## config.mk

```make
export PLATFORM = sky130hd
export DESIGN_NAME = cdb_arbiter
export DESIGN_NICKNAME = d
export VERILOG_FILES = /design/src/rtl/cdb_arbiter.sv
export SDC_FILE = /design/constraint.sdc
export NUM_CORES = 1
export LEC_CHECK = 0
export ABC_CLOCK_PERIOD_IN_PS = 4690
export CORE_UTILIZATION = 30
export DETAILED_ROUTE_END_ITERATION = 10
export PLACE_DENSITY = 0.53
export SETUP_SLACK_MARGIN = 0.1
export SYNTH_ARGS = -nofsm -noshare
export SYNTH_HDL_FRONTEND = slang
export SYNTH_SLANG_ARGS = --single-unit
```

## constraint.sdc

```tcl
create_clock -name clk -period 4.69 [get_ports clk]
set_clock_uncertainty 0.1 [all_clocks]
set_input_delay 1.1725 -clock clk [delete_from_list [all_inputs] [get_ports clk]]
set_output_delay 1.1725 -clock clk [all_outputs]
set_load 0.05 [all_outputs]
```

## src/rtl/cdb_arbiter.sv

```systemverilog
// Common data bus arbiter: four result slots, round-robin broadcast.
// Optional CDB_STATS_EN adds bcCount/stallCount statistics outputs.
module cdb_arbiter #(
  parameter int DW = 32,
  parameter int LW = 4
) (
  input  logic            clk,
  input  logic            nRST,
  input  logic [3:0]      require,
  input  logic [4*DW-1:0] dataIn,
  input  logic [4*LW-1:0] labelIn,
  output logic [3:0]      accept,
  output logic            BCEN,
  output logic [LW-1:0]   BClabel,
  output logic [DW-1:0]   BCdata
`ifdef CDB_STATS_EN
  ,
  output logic [15:0]     bcCount,
  output logic [15:0]     stallCount
`endif
);

  logic [3:0]    vld;
  logic [LW-1:0] lbl [4];
  logic [DW-1:0] dat [4];
  logic [1:0]    rr;
  logic [3:0]    gnt;
  logic          any;
  logic [1:0]    gidx;
  logic [1:0]    idx;

  // Pick the first valid slot at or above rr, wrapping.
  always_comb begin
    any  = 1'b0;
    gidx = rr;
    idx  = rr;
    for (int k = 0; k < 4; k++) begin
      idx = rr + 2'(k);
      if (!any && vld[idx]) begin
        any  = 1'b1;
        gidx = idx;
      end
    end
    gnt = any ? (4'b0001 << gidx) : 4'b0000;
  end

  // A slot can take a new result if empty or drained this cycle.
  assign accept = nRST ? (require & (~vld | gnt)) : 4'b0000;

  // Slot valid bits; a zero label is taken but never stored.
  always_ff @(posedge clk or negedge nRST) begin
    if (!nRST) begin
      vld <= 4'b0000;
    end else begin
      for (int i = 0; i < 4; i++) begin
        if (accept[i])
          vld[i] <= (labelIn[i*LW +: LW] != '0);
        else if (gnt[i])
          vld[i] <= 1'b0;
      end
    end
  end

  // Slot payload capture on accept.
  always_ff @(posedge clk) begin
    for (int i = 0; i < 4; i++) begin
      if (accept[i]) begin
        lbl[i] <= labelIn[i*LW +: LW];
        dat[i] <= dataIn[i*DW +: DW];
      end
    end
  end

  // Registered broadcast and round-robin pointer advance.
  always_ff @(posedge clk or negedge nRST) begin
    if (!nRST) begin
      BCEN    <= 1'b0;
      BClabel <= '0;
      BCdata  <= '0;
      rr      <= 2'd0;
    end else begin
      BCEN <= any;
      if (any) begin
        BClabel <= lbl[gidx];
        BCdata  <= dat[gidx];
        rr      <= gidx + 2'd1;
      end
    end
  end

`ifdef CDB_STATS_EN
  logic stall;
  assign stall = |(require & ~accept);

  // Broadcast count wraps; stall count saturates.
  always_ff @(posedge clk or negedge nRST) begin
    if (!nRST) begin
      bcCount    <= 16'd0;
      stallCount <= 16'd0;
    end else begin
      if (any)
        bcCount <= bcCount + 16'd1;
      if (stall && stallCount != 16'hFFFF)
        stallCount <= stallCount + 16'd1;
    end
  end
`endif

endmodule
```

==> impl_metrics.ini <==
[run_status]
status = completed

[drt]
drt_iter0_drc = 239
num_vias = 4673
met3_length_um = 1110
dr_wl_met2_um = 10100
viasPerCell = 4.75
ant_nets = 0
drc = 0
drtPass1Iterations = 4
drt-total-wl_um = 20000
dr.max_layer_used = met4
wl_per_cell_um = 20.3
wl_met1_um = 8490

[floorplanning]
die_h_um = 162
ioPinCount = 191
fp-row-count = 58
start_util_pct = 30.5
core-area_um2 = 25200
die_area_um2 = 26300
die_w_um = 162

[placement]
preCtsSetupSlack_ns = 1.11
io_buffers = 190
placed_area_um2 = 9930
place.gp.congestion = 0.747
post-place-cells = 952
dp_hpwl_um = 13400

[layout]
final_net_count = 795
fin_cells = 984
final_util_pct = 41.8
design_area_um2 = 10500
antenna_cells = 0
drive_gt1_share_pct = 18.8
area_growth_pct = 37.1

[synth]
synth_cell_type_count = 37
synth_top_area_cell = edfxtp_1
yosys-top-cells-area = edfxtp_1 (56%), dfrtp_1 (14%), a211oi_2 (9.9%), mux2i_1 (4.7%), nor4b_1 (4.1%)
syn_nets = 605
synth.top_cell.area_share_pct = 56.3
syn_avg_cell_area_um2 = 17.0
synth_ff_type = edfxtp_1
synthArstFlopShare_pct = 23.0
ys_warn_count = 0
yosysSeqAreaShare_pct = 70.3
synth.ff_latch_count = 187
synth_edf_count = 144
netlist_area_um2 = 7680
synthCells = 451

[hold_path]
hold_class = flop to flop
min_from = BCdata[22]$_DFFE_PN0P_

[cts]
insertion_delay_ns = 0.43
ctsHoldBuffers = 0
cts_buffers = 17
post_cts_resized = 0
cts_max_level = 4
cts.clk_slew.worst_paths_ns = 0.07
cts_setup_buffers = 0
cts-root-buf = clkbuf_16
clockBufferDepth = 2
cts_tree = done
cts.sinks = 187

[grt]
grt-ovfl-total = 0
grt_use_total_pct = 15.8
grt_pass1_wl_um = 30200
grt_pass1_vias = 5144
grt_max_degree = 41
antenna_found_initial = 0

[sta]
tightest_slew_ns = 0.914
fmax_mhz = 259
rsz0062_at_grt = no
fin_crit_ns = 3.86
fin_ws_ns = 0.832
tns_ns = 0
setup_viol_count_final = 0
drv_slew = 0
min_period_over_period_pct = 82.3
fin_hold_ws_ns = 0.471
relSlewSlack_pct = 39.1
finalHoldViolCount = 0

[setup_path]
worstPathArrival_ns = 2.59
end_kind = output port
timing.rr.start = vld[3]$_DFFE_PN0P_
path_class = flop to output port
crit_start = vld[3]$_DFFE_PN0P_
startpoint_type = flop
cp.required_ns = 3.42
crit_path_max_fanout = 40

[power_and_ir_drop]
p_total_mw = 7.79
power_density_nw_per_um2 = 739
p_leak_nw = 3.58
peakVddDrop_mv = 0.423

[job]
drv_cap = 0
==> layout by cell type (no fill, tap or decap), types with 3 or more instances in the layout <==
cell / synthesis / routed
clkdlybuf4s50_1: 0 / 185
nor4b_1: 36 / 36
mux2i_1: 36 / 36
a211oi_1: 11 / 11
edfxtp_1: 144 / 144
buf_4: 2 / 14
a211oi_2: 61 / 61
dfrtp_1: 43 / 43
inv_1: 5 / 5
inv_6: 0 / 4
ha_1: 4 / 4
clkbuf_16: 0 / 17
a21oi_4: 2 / 6
o2bb2ai_1: 4 / 4
a21oi_1: 7 / 3
nor2_1: 37 / 37
nand2_1: 4 / 4
bufinv_16: 0 / 3
nor4_1: 4 / 4
==> cell usage after synthesis, types with 3 or more instances <==
| cell | instances |
|---|---|
| inv_1 | 5 |
| nor4b_1 | 36 |
| nor4_1 | 4 |
| o2bb2ai_1 | 4 |
| clkbuf_1 | 12 |
| edfxtp_1 | 144 |
| mux2i_1 | 36 |
| buf_6 | 3 |
| ha_1 | 4 |
| nand2_1 | 4 |
| dfrtp_1 | 43 |
| a21oi_1 | 7 |
| a211oi_2 | 61 |
| a211oi_1 | 11 |
| buf_12 | 4 |
| nor2_1 | 37 |
| buf_2 | 8 |
==> state kept, by name (all words and copies together) (netlist names) <==
name	flops
rr	2
lbl	16
dat	128
BCEN	1
BClabel	4
vld	4
BCdata	32
==> power breakdown <==
| part | leakage, nW | total (mW) | internal (mW) | switching [mW] |
|---|---|---|---|---|
| Sequential | 1.82 | 2.50 | 2.27 | 0.236 |
| Clock | 0.296 | 1.50 | 0.859 | 0.638 |
| Combinational | 1.46 | 3.79 | 1.42 | 2.36 |
==> kinds of logic (layout without fill, tap and decap cells) <==
logic type	Yosys count	count (layout)	share of synthesized area, %
AOI/OAI and AO/OA	94	94	13.5
DFF	187	187	70.3
muxes	37	37	4.84
adders and majority gates	4	4	0.651
buffers and inverters	38	241	3.32
and+or+nand+nor	91	91	7.41
==> worst max-delay path, stage by stage (launching register included) <==
cell and delay [ns]:
dfrtp_1 0.57, nand2b_2 0.27, a21oi_4 0.08, nor3_4 0.35, inv_8 0.19, ha_1 0.25
inv_1 0.14, a21oi_4 0.11, buf_12 0.18
==> routing by layer <==
layer / vias to the layer above / track usage [%]
met5: - / 0
met4: 0 / 5.23
met3: 21 / 3.42
met2: 172 / 26.8
met1: 2311 / 20.0
li1: 2169 / -
==> final timing paths <==
kind | to | slack, ns | cells after the start
max | accept[2] | 0.83 | 8
min | BCdata[22]$_DFFE_PN0P_ | 0.47 | 2
max reg2reg | dat[2][2]$_DFFE_PP_ | 1.72 | 8
min reg2reg | BCdata[22]$_DFFE_PN0P_ | 0.47 | 2
max in group asynchronous | BCdata[17]$_DFFE_PN0P_ | 3.57 | 2
min in group asynchronous | BClabel[3]$_DFFE_PN0P_ | 0.66 | 2
==> cell type report <==
type	instances	area [µm²]
Timing Repair Buffer	202	2000
Multi-Input combinational cell	226	2080
Sequential cell	187	5400
Tap cell	330	413
Clock inverter	13	164
Inverter	7	33.8
Fill cell	2255	14600
Clock buffer	19	443
Note: power is estimated with default switching activity, not from simulation.
